--- src/rtl/timer_sched_pkg.sv ---
// Shared encodings for the timer scheduler: command opcodes and channel mode.
package timer_pkg;

  typedef enum logic [1:0] {
    OP_NOP            = 2'b00,
    OP_START_ONESHOT  = 2'b01,
    OP_START_PERIODIC = 2'b10,
    OP_STOP           = 2'b11
  } op_e;

  typedef enum logic {
    MODE_ONESHOT  = 1'b0,
    MODE_PERIODIC = 1'b1
  } mode_e;

endpackage

--- src/rtl/timer_sched_if.sv ---
// Command/status bundle between the register front end and the timer scheduler.
interface timer_sched_if #(
  parameter int unsigned NCH   = 4,
  parameter int unsigned WIDTH = 32
);
  localparam int unsigned CW = $clog2(NCH);

  logic             en;
  logic             cmd_valid;
  logic [CW-1:0]    cmd_ch;
  logic [1:0]       cmd_op;
  logic [WIDTH-1:0] cmd_period;
  logic [NCH-1:0]   irq_clr;
  logic [WIDTH-1:0] now;
  logic [NCH-1:0]   active;
  logic [NCH-1:0]   pending;
  logic             irq;

  modport master (
    output en, cmd_valid, cmd_ch, cmd_op, cmd_period, irq_clr,
    input  now, active, pending, irq
  );

  modport slave (
    input  en, cmd_valid, cmd_ch, cmd_op, cmd_period, irq_clr,
    output now, active, pending, irq
  );
endinterface

--- src/rtl/timer_sched_cmp.sv ---
// Wrap-safe expiry test: a deadline has passed when (now - deadline) is non-negative.
module timer_cmp #(
  parameter int unsigned WIDTH = 32
) (
  input  logic [WIDTH-1:0] now_i,
  input  logic [WIDTH-1:0] deadline_i,
  input  logic             active_i,
  output logic             expired_o
);
  logic [WIDTH-1:0] diff;

  assign diff      = now_i - deadline_i;
  assign expired_o = active_i & ~diff[WIDTH-1];
endmodule

--- src/rtl/timer_sched.sv ---
// Multi-channel timer scheduler: one time base, one comparator scanned round-robin
// over per-channel deadline/period/mode state.
module timer_sched
  import timer_pkg::*;
#(
  parameter int unsigned NCH   = 4,
  parameter int unsigned WIDTH = 32
) (
  input  logic          clk,
  input  logic          rst,
  timer_sched_if.slave  bus
);
  localparam int unsigned CW = $clog2(NCH);

  logic [WIDTH-1:0] now_q, now_d;
  logic [CW-1:0]    ptr_q, ptr_d;
  logic [WIDTH-1:0] deadline_q [NCH];
  logic [WIDTH-1:0] deadline_d [NCH];
  logic [WIDTH-1:0] period_q   [NCH];
  logic [WIDTH-1:0] period_d   [NCH];
  mode_e            mode_q     [NCH];
  mode_e            mode_d     [NCH];
  logic [NCH-1:0]   active_q, active_d;
  logic [NCH-1:0]   pending_q, pending_d;

  logic [WIDTH-1:0] p_eff;
  logic             expired;
  logic             cmd_hit;
  op_e              op;

  assign op      = op_e'(bus.cmd_op);
  assign cmd_hit = bus.cmd_valid && (op != OP_NOP) && (bus.cmd_ch == ptr_q);

  always_comb begin
    p_eff          = bus.cmd_period;
    p_eff[WIDTH-1] = 1'b0;
    if (p_eff == '0) p_eff = WIDTH'(1);
  end

  timer_cmp #(.WIDTH(WIDTH)) u_cmp (
    .now_i      (now_q),
    .deadline_i (deadline_q[ptr_q]),
    .active_i   (active_q[ptr_q]),
    .expired_o  (expired)
  );

  // Scan result applied first so a command to the scanned channel overrides it.
  always_comb begin
    now_d      = now_q + WIDTH'(bus.en);
    ptr_d      = ptr_q + CW'(1);
    deadline_d = deadline_q;
    period_d   = period_q;
    mode_d     = mode_q;
    active_d   = active_q;
    pending_d  = pending_q & ~bus.irq_clr;

    if (expired && !cmd_hit) begin
      pending_d[ptr_q] = 1'b1;
      if (mode_q[ptr_q] == MODE_PERIODIC)
        deadline_d[ptr_q] = deadline_q[ptr_q] + period_q[ptr_q];
      else
        active_d[ptr_q] = 1'b0;
    end

    if (bus.cmd_valid) begin
      case (op)
        OP_START_ONESHOT, OP_START_PERIODIC: begin
          deadline_d[bus.cmd_ch] = now_q + p_eff;
          period_d[bus.cmd_ch]   = p_eff;
          mode_d[bus.cmd_ch]     = (op == OP_START_PERIODIC) ? MODE_PERIODIC : MODE_ONESHOT;
          active_d[bus.cmd_ch]   = 1'b1;
        end
        OP_STOP: active_d[bus.cmd_ch] = 1'b0;
        default: ;
      endcase
    end
  end

  always_ff @(posedge clk or posedge rst) begin
    if (rst) begin
      now_q     <= '0;
      ptr_q     <= '0;
      active_q  <= '0;
      pending_q <= '0;
      for (int unsigned i = 0; i < NCH; i++) begin
        deadline_q[i] <= '0;
        period_q[i]   <= '0;
        mode_q[i]     <= MODE_ONESHOT;
      end
    end else begin
      now_q      <= now_d;
      ptr_q      <= ptr_d;
      active_q   <= active_d;
      pending_q  <= pending_d;
      deadline_q <= deadline_d;
      period_q   <= period_d;
      mode_q     <= mode_d;
    end
  end

  assign bus.now     = now_q;
  assign bus.active  = active_q;
  assign bus.pending = pending_q;
  assign bus.irq     = |pending_q;
endmodule

--- src/flat_wrapper.sv ---
// flat-port wrapper written by rule: the top's interface ports become plain ports
module timer_sched_flat import timer_pkg::*;
#(
  parameter int unsigned NCH   = 4,
  parameter int unsigned WIDTH = 32
)
  (clk, rst, bus_en, bus_cmd_valid, bus_cmd_ch, bus_cmd_op, bus_cmd_period, bus_irq_clr, bus_now, bus_active, bus_pending, bus_irq);
  timer_sched_if #(.NCH(NCH), .WIDTH(WIDTH)) bus_i ();
  input  logic clk;
  input  logic rst;
  input wire logic [$bits(bus_i.en)-1:0] bus_en;
  input wire logic [$bits(bus_i.cmd_valid)-1:0] bus_cmd_valid;
  input wire logic [$bits(bus_i.cmd_ch)-1:0] bus_cmd_ch;
  input wire logic [$bits(bus_i.cmd_op)-1:0] bus_cmd_op;
  input wire logic [$bits(bus_i.cmd_period)-1:0] bus_cmd_period;
  input wire logic [$bits(bus_i.irq_clr)-1:0] bus_irq_clr;
  output wire logic [$bits(bus_i.now)-1:0] bus_now;
  output wire logic [$bits(bus_i.active)-1:0] bus_active;
  output wire logic [$bits(bus_i.pending)-1:0] bus_pending;
  output wire logic [$bits(bus_i.irq)-1:0] bus_irq;
  assign bus_i.en = bus_en;
  assign bus_i.cmd_valid = bus_cmd_valid;
  assign bus_i.cmd_ch = bus_cmd_ch;
  assign bus_i.cmd_op = bus_cmd_op;
  assign bus_i.cmd_period = bus_cmd_period;
  assign bus_i.irq_clr = bus_irq_clr;
  assign bus_now = bus_i.now;
  assign bus_active = bus_i.active;
  assign bus_pending = bus_i.pending;
  assign bus_irq = bus_i.irq;
  timer_sched #(.NCH(NCH), .WIDTH(WIDTH)) u_core (.clk(clk), .rst(rst), .bus(bus_i));
endmodule
--- config.mk ---
export PLATFORM = sky130hd
export DESIGN_NAME = timer_sched_flat
export DESIGN_NICKNAME = d
export VERILOG_FILES = /design/src/rtl/timer_sched_pkg.sv /design/src/rtl/timer_sched_if.sv /design/src/rtl/timer_sched_cmp.sv /design/src/rtl/timer_sched.sv /design/src/flat_wrapper.sv
export SDC_FILE = /design/constraint.sdc
export NUM_CORES = 1
export LEC_CHECK = 0
export CAP_MARGIN = 20
export CORE_UTILIZATION = 63
export CTS_BUF_LIST = sky130_fd_sc_hd__clkbuf_4 sky130_fd_sc_hd__clkbuf_8
export DETAILED_ROUTE_END_ITERATION = 10
export PLACE_DENSITY = 0.85
export SYNTH_ARGS = -nofsm -noshare
export SYNTH_HDL_FRONTEND = slang
export SYNTH_SLANG_ARGS = --single-unit
--- constraint.sdc ---
create_clock -name clk -period 13.1 [get_ports clk]
set_clock_uncertainty 0.15 [all_clocks]
set_input_delay 2.62 -clock clk [delete_from_list [all_inputs] [get_ports clk]]
set_output_delay 2.62 -clock clk [all_outputs]
set_load 0.01 [all_outputs]
==> results of run 1 <==
[metal layers]
layer / up-vias / wire [um]
li1: 6825 / -
met1: 7475 / 19800
met2: 880 / 23600
met3: 178 / 4600
met4: 0 / 2270
met5: - / 0
[worst min-delay path by stage]
stage / startpoint / to / slack (ps) / depth (start not counted)
global route: u_core.period_q[46] / u_core.period_q[46] / 340 / 2
detailed placement: u_core.period_q[68] / u_core.period_q[68] / 310 / 2
finish: u_core.period_q[56] / u_core.period_q[56] / 320 / 2
CTS: u_core.period_q[39] / u_core.period_q[39] / 330 / 2
global placement: u_core.mode_q[1] / u_core.mode_q[1] / 300 / 2
floorplan: u_core.period_q[33] / u_core.period_q[33] / 290 / 2
[layout make-up]
class / count / share of cell area, %
clock inverters: 10 / 0.755
repair buffers: 99 / 4.69
inverters: 61 / 1.15
clock buffers: 87 / 5.28
well taps: 384 / 2.34
multi-input cells: 1435 / 49.5
flip-flops and latches: 298 / 36.3
[through the flow]
step	cells	instance area (um^2)	hold slack, ps
2_1_floorplan	1913	18400	290
3_3_place_gp	2277	19300	302
3_5_place_dp	2277	19300	312
4_1_cts	2374	20600	326
5_1_grt	2374	20600	341
6_report	2374	20600	323
[flip-flops by register name (all words and copies together), names as in the netlist]
| signal | cells |
|---|---|
| u_core.bus.now | 32 |
| u_core.period_q | 124 |
| u_core.ptr_q | 2 |
| u_core.mode_q | 4 |
| u_core.bus.active | 4 |
| u_core.deadline_q | 128 |
| u_core.bus.pending | 4 |
[cells by family (layout without fill, tap and decap cells)]
logic type                 after synthesis  in the layout  synth area share [%]
and+or+nand+nor                        673            673                  15.9
DFF                                    298            298                  40.6
buffers and inverters                  180            257                  4.24
adders and majority gates              103            103                  7.10
xor gates and xnor gates                84             84                  4.01
AOI/OAI and AO/OA                      373            373                  12.1
muxes                                  202            202                  16.1
[Yosys cell counts, types with 5 or more instances]
cell type,number
ha_1,101
a31oi_1,23
xnor2_1,57
nor4_1,9
buf_1,12
nand2_1,408
buf_6,5
o21a_1,8
a311oi_1,5
a31o_2,5
o21bai_1,10
nand3_1,47
a21o_1,27
a21boi_0,6
mux2_1,7
o211ai_1,7
nor2_1,95
mux4_2,65
buf_4,9
o21ai_0,95
a21oi_1,117
clkbuf_1,87
a211oi_1,15
nand4_1,22
inv_1,61
or3_1,7
nand2b_1,17
dfrtp_1,298
mux2_2,50
mux2_4,9
a2111oi_0,5
or2_2,5
nor3_1,15
xor2_1,27
and3_1,21
nor2b_1,8
mux2i_1,71
o21ai_1,24
[power by group through the flow]
stage	Sequential, W	Clock, W	Combinational (W)
floorplan	0.00132	0	0.00102
global placement	0.00134	0	0.00127
detailed placement	0.00136	0	0.00133
CTS	0.00135	0.00100	0.00135
global route	0.00138	0.00104	0.00151
finish	0.00135	0.000992	0.00138
[critical path, cell delays in order]
cell and delay, ps:
clkdlybuf4s50_1 840, nor4_1 130, nand4_1 240, nor2_1 90, nor2_1 340, inv_1 90, ha_1 230, fa_1 420
a21oi_1 320, o21ai_0 150, o21ai_1 500, o31ai_1 240, o221ai_1 530, o311ai_1 250, a21oi_1 280, mux2i_1 410
a21oi_1 120, a31oi_1 200
==> results.tsv, run 1 <==
metric	value	unit
Synthesis Warnings	0	
worst reg2reg startpoint	u_core.ptr_q[0]	
H-tree depth	2	
status	finished, final reports clean	
Peak VDD IR	0.0930	mV
Max Clock Freq	0.131	GHz
total negative setup slack	0	ps
Worst R2R Setup Slack	6860	ps
crit path max fanout	7	
Crit Path Class	input pin to flip-flop	
RSZ-0062 raised after global routing	false	
met2 GRT Util	55.0	%
period utilization	58.4	%
Die Width	173	um
Worst-Margin Slew	1050	ps
post-place setup slack	5150	ps
postcts setup bufs	0	
Synth area leaders	dfrtp_1, nand2_1, mux4_2	
MaxCap Viol Count	0	
reg2reg end	u_core.deadline_q[108]	
EDFF count, synth	0	
detailed placement HPWL	31900	um
Die Footprint	0.0298	mm^2
GRT Overall Usage	34.1	%
met1 Use GR	45.1	%
initial drt markers	1795	
Net Sw Power	0.00132	W
Slew Viols, Final	0	
Final Util	71.6	%
Distinct cells, synth	67	
1st-pass router iterations	5	
Sequential Area	0.00746	mm^2
Post-Route WL	50300	um
clock network fraction of total power	26.6	%
Buffers on Ports	83	
CTS sink cnt	298	
post-cts sizing count	0	
sequential group share of total power	36.3	%
Leakage	9.39	nW
GPL Wtd Cong	0.947	
Core ar.	0.0287	mm^2
first-pass GRT wire length	80900	um
top cell type's share of synthesized area	40.6	%
Starting Density	64.0	%
CTS tree	done	
worst skew pair latency	600	ps
# nets final	2094	
CP startpoint	bus_cmd_period[1]	
hold_buf cts	0	
synthesized area	0.0184	mm^2
Period minus WS final	7650	ps
Final Setup Violations	0	
GRT Max-Usage Layer	met2	
share of cells above drive strength 1	13.2	%
Setup crit end kind	flip-flop	
DRC Markers	0	
Yosys reg bits	298	
Syn-to-layout area delta	11.9	%
commonest non-fill, non-tap cell in the layout	nand2_1	
Slew headroom	29.8	%
antenna cells	0	
synthesized area per cell	9.60	um^2
antenna viol nets, final	0	
ys flop type	dfrtp_1	
num ports	85	
clock buffer count from CTS	52	
Vias/cell	6.47	
GRT overflow	0	
switching share of power	35.5	%
via count	15400	
Worst Setup Start Kind	input pin	
multi-input logic area	0.0102	mm^2
# fillers	2030	
total chip power	0.00373	W
clk root buf	clkbuf_8	
Cells after Synth	1913	
sequential-to-total area share from yosys stat	40.6	%
Power Density	181	mW/mm^2
Worst Setup EP	u_core.deadline_q[94]	
combinational share of power	37.1	%
asr flop ratio synth	100	%
Final Hold Vio Count	0	
WL per Instance	21.2	um
largest net degree at the start of global routing	174	
area leader, netlist	dfrtp_1	
worst endpoint required time	13450	ps
commonest cells after routing, fill and taps aside	nand2_1, dfrtp_1, a21oi_1	
R2R cell count	15	
GRT met3 Usage	5.39	%
initial antenna violation count	0	
Syn Nets	2060	
Max clock buf depth	3	
data arrival time of the critical path	8000	ps
Reg clk slew, reported paths	60	ps
vias in the first global route	15500	
die height	173	um
final worst slack	5450	ps
row count	62	
Worst Hold Class	flip-flop to flip-flop	
Power Internal	0.00241	W
No activity file was read; power rests on OpenSTA's default activity.
==> run 2, diff against run 1 <==
==> constraint.sdc (replaced) <==
create_clock -name clk -period 7.8 [get_ports clk]
set_clock_uncertainty 0.15 [all_clocks]
set_input_delay 1.56 -clock clk [delete_from_list [all_inputs] [get_ports clk]]
set_output_delay 1.56 -clock clk [all_outputs]
set_load 0.01 [all_outputs]
==> results.tsv, run 2 (synthesis gave the netlist of run 1 again) <==
metric	value	unit
Max Clock Freq	0.157	GHz
WL per Instance	21.3	um
multi-input logic area	0.0102	mm^2
flip-flop count of the largest register after layout	128	
Syn-to-layout area delta	12.2	%
data arrival time of the critical path	6720	ps
hold depth	2	
Post-Route WL	50700	um
Leakage	9.41	nW
post-place setup slack	963	ps
crit path max fanout	6	
met2 GRT Util	55.7	%
# fillers	2019	
Starting Density	64.0	%
Die Width	173	um
Die Footprint	0.0298	mm^2
clock buffer count from CTS	51	
GPL Wtd Cong	0.921	
Final Hold Vio Count	0	
commonest cells after routing, fill and taps aside	nand2_1, dfrtp_1, a21oi_1	
# nets final	2098	
R2R cell count	13	
Worst Hold Margin	322	ps
worst endpoint required time	8140	ps
Peak VDD IR	0.194	mV
1st-pass router iterations	6	
H-tree depth	2	
GRT overflow	0	
Final Util	71.8	%
post-cts sizing count	0	
worst skew pair latency	610	ps
Final Setup Violations	0	
detailed placement HPWL	32500	um
Crit Path Class	input pin to flip-flop	
GRT met3 Usage	6.00	%
largest register by flop count	u_core.deadline_q	
Vias/cell	6.47	
first-pass GRT wire length	81500	um
status	finished, final reports clean	
CTS sink cnt	298	
num ports	85	
die height	173	um
initial drt markers	1780	
total negative setup slack	0	ps
Slew Viols, Final	0	
postcts setup bufs	0	
Worst Hold Class	flip-flop to flip-flop	
Worst Setup Start Kind	input pin	
Slew headroom	30.6	%
hold_buf cts	0	
Core ar.	0.0287	mm^2
clk root buf	clkbuf_8	
Setup crit end kind	flip-flop	
met1 Use GR	44.6	%
antenna viol nets, final	0	
initial antenna violation count	0	
Worst R2R Setup Slack	2080	ps
GRT Max-Usage Layer	met2	
share of cells above drive strength 1	13.3	%
commonest non-fill, non-tap cell in the layout	nand2_1	
CTS tree	done	
Reg clk slew, reported paths	60	ps
final worst slack	1420	ps
Max clock buf depth	3	
GRT Overall Usage	34.2	%
vias in the first global route	15600	
RSZ-0062 raised after global routing	false	
Buffers on Ports	83	
largest net degree at the start of global routing	184	
Power Density	305	mW/mm^2
Worst-Margin Slew	1040	ps
DRC Markers	0	
row count	62	
via count	15400	
Period minus WS final	6380	ps
Sequential Area	0.00746	mm^2
antenna cells	0	
MaxCap Viol Count	0	
period utilization	81.8	%
==> run 2: cell count changes in the layout (fill, tap and decap cells not counted), sizes merged <==
cell / change
clkbuf: -8
buf: +5
clkinv: +3
bufinv: +2
==> run 2: layer usage <==
| layer | share of wire (%) | up-vias |
|---|---|---|
| li1 | - | 6823 |
| met1 | 40 | 7538 |
| met2 | 47 | 818 |
| met3 | 8.7 | 203 |
| met4 | 4.7 | 0 |
| met5 | 0 | - |
==> run 2: worst paths after layout <==
| kind | from | end |
|---|---|---|
| worst min register to register | u_core.period_q[57] | u_core.period_q[57] |
| worst max-delay path | bus_cmd_period[20] | u_core.deadline_q[62] |
| worst min-delay path | u_core.period_q[57] | u_core.period_q[57] |
| max in group asynchronous | rst | u_core.ptr_q[0] |
| min in group asynchronous | rst | u_core.period_q[50] |
| worst max register to register | u_core.ptr_q[0] | u_core.deadline_q[9] |
==> run 2: layout make-up <==
class / instances / share of cell area, %
clock buffer: 79 / 4.79
tap: 384 / 2.33
sequential: 298 / 36.2
timing repair buffer: 104 / 5.02
inverter: 61 / 1.13
clock inverter: 15 / 1.12
multi-input combinational: 1435 / 49.4
==> run 2: critical path, stage by stage <==
cell,delay (ps)
clkdlybuf4s50_1,570
nor4_1,560
nand4_1,360
nor2_1,190
nor2_1,120
inv_1,80
ha_1,180
fa_1,220
a21oi_1,120
o21ai_0,180
o21ai_1,210
o31ai_1,630
o221ai_1,400
o311ai_1,510
a21oi_1,180
mux2i_1,360
a21oi_1,110
a31oi_1,190
==> run 2: report_power, final <==
| group | total, W | internal (W) | switching [W] |
|---|---|---|---|
| Sequential | 0.00228 | 0.00200 | 0.000280 |
| Clock | 0.00167 | 0.00101 | 0.000667 |
| Combinational | 0.00232 | 0.00103 | 0.00129 |
==> run 2: per-stage QoR <==
stage,std cells,instance area [um^2],power [W]
2_1_floorplan,1913,18400,0.00392
5_1_grt,2376,20600,0.00661
3_5_place_dp,2281,19400,0.00453
4_1_cts,2375,20600,0.00622
3_3_place_gp,2281,19400,0.00439
6_report,2376,20600,0.00628
==> run 3, diff against run 2 <==
==> constraint.sdc (replaced) <==
create_clock -name clk -period 6.6 [get_ports clk]
set_clock_uncertainty 0.15 [all_clocks]
set_input_delay 1.32 -clock clk [delete_from_list [all_inputs] [get_ports clk]]
set_output_delay 1.32 -clock clk [all_outputs]
set_load 0.01 [all_outputs]
==> results.tsv, run 3 (synthesis gave the netlist of run 1 again) <==
metric	value	unit
num ports	85	
via count	15700	
Die Footprint	0.0298	mm^2
flip-flop count of the largest register after layout	128	
Crit path top cell by count	a21oi_1	
finished layout cell area	0.0207	mm^2
worst endpoint required time	6940	ps
post-cts sizing count	0	
Met3 Routed Length	5060	um
worst skew pair latency	600	ps
Worst-Margin Slew	1150	ps
Final Setup Violations	0	
Slew headroom	22.5	%
Starting Density	64.0	%
largest register by flop count	u_core.deadline_q	
antenna cells	0	
Worst Hold Margin	327	ps
total negative setup slack	0	ps
max layer used	met5	
detailed placement HPWL	34400	um
die height	173	um
data arrival time of the critical path	6380	ps
antenna viol nets, final	0	
commonest non-fill, non-tap cell in the layout	nand2_1	
Core ar.	0.0287	mm^2
Power Density	350	mW/mm^2
RSZ-0062 raised after global routing	false	
Worst Hold Class	flip-flop to flip-flop	
Max clock buf depth	3	
CTS sink cnt	298	
worst path buffer plus inverter count	4	
1st-pass router iterations	5	
met2 routed WL	24600	um
postcts setup bufs	0	
CP max stage cell	clkdlybuf4s50_1	
Setup crit end kind	flip-flop	
Crit Path Class	input pin to flip-flop	
Die Width	173	um
Max Clock Freq	0.166	GHz
share of cells above drive strength 1	14.4	%
Post-Route WL	52200	um
Worst path top cell family by delay	compound AO/OA/AOI/OAI gates	
row count	62	
critical-path cell list	clkdlybuf4s50_1, nor4_1, nand4_1, nor2_1, nor2_1, inv_1, ha_1, fa_1, a21oi_1, o21ai_0, o21ai_1, o31ai_1, buf_4, o221ai_1, o311ai_1, buf_4, a21oi_1, mux2i_1, a21oi_1, a31oi_1	
period utilization	91.4	%
commonest cells after routing, fill and taps aside	nand2_1, dfrtp_1, a21oi_1	
Worst R2R Setup Slack	1010	ps
CP max stage delay	700	ps
Reg clk slew, reported paths	60	ps
final worst slack	565	ps
# fillers	2023	
crit path max fanout	6	
WL met1	20000	um
placed cell areas	0.0196	mm^2
Buffers on Ports	83	
status	finished, final reports clean	
hold_buf cts	0	
MaxCap Viol Count	0	
initial drt markers	1486	
Vias/cell	6.53	
# nets final	2123	
vias in the first global route	16000	
Leakage	9.48	nW
Worst Setup Start Kind	input pin	
clock buffer count from CTS	51	
Peak VDD IR	0.240	mV
H-tree depth	2	
initial antenna violation count	1	
GRT Overall Usage	35.5	%
GPL Wtd Cong	0.944	
clk root buf	clkbuf_8	
post-place setup slack	242	ps
Period minus WS final	6030	ps
GRT overflow	0	
Syn-to-layout area delta	12.7	%
Slew Viols, Final	0	
WL per Instance	21.8	um
Final Hold Vio Count	0	
DRC Markers	0	
largest net degree at the start of global routing	109	
first-pass GRT wire length	84100	um
CTS tree	done	
[run 3: worst paths after layout]
path                                startpoint                      to  cells after the start
min reg2reg                u_core.period_q[89]     u_core.period_q[89]                      2
min                        u_core.period_q[89]     u_core.period_q[89]                      2
min in group asynchronous                  rst     u_core.period_q[48]                      2
max reg2reg                    u_core.ptr_q[0]   u_core.deadline_q[62]                     13
max                         bus_cmd_period[29]  u_core.deadline_q[126]                     20
max in group asynchronous                  rst      u_core.bus.now[30]                      3
[run 3: where the power goes]
part	internal [W]	switching (W)
clock network	0.000985	0.000793
registers	0.00236	0.000328
logic	0.00123	0.00156
total	0.00458	0.00268
[run 3: area by class of cell]
cell class | count | area [um^2] | share of cell area (%)
Clock buffer | 81 | 1020 | 4.93
Clock inverter | 13 | 80.1 | 0.387
Inverter | 61 | 233 | 1.12
Multi-Input combinational cell | 1435 | 10200 | 49.2
Sequential cell | 298 | 7460 | 36.0
Tap cell | 384 | 480 | 2.32
Timing Repair Buffer | 129 | 1250 | 6.02
[run 3: stage by stage]
stage          power (W)  instances  utilization, %
2_1_floorplan    0.00463       1913               -
3_3_place_gp     0.00519       2305            68.2
3_5_place_dp     0.00538       2305            68.2
4_1_cts          0.00718       2399            72.0
5_1_grt          0.00763       2401            72.1
6_report         0.00725       2401            72.1
[run 3: tightest hold or removal path, cell delays in order, from the launching register on]
cell and delay [ps]:
dfrtp_1 340, nand2_1 50, nand2_1 50
[run 3: layer usage]
layer,vias to the layer above,GRT usage [%]
met2,927,57.5
met4,2,18.3
met1,7685,45.1
met3,209,7.67
met5,-,0
li1,6864,-
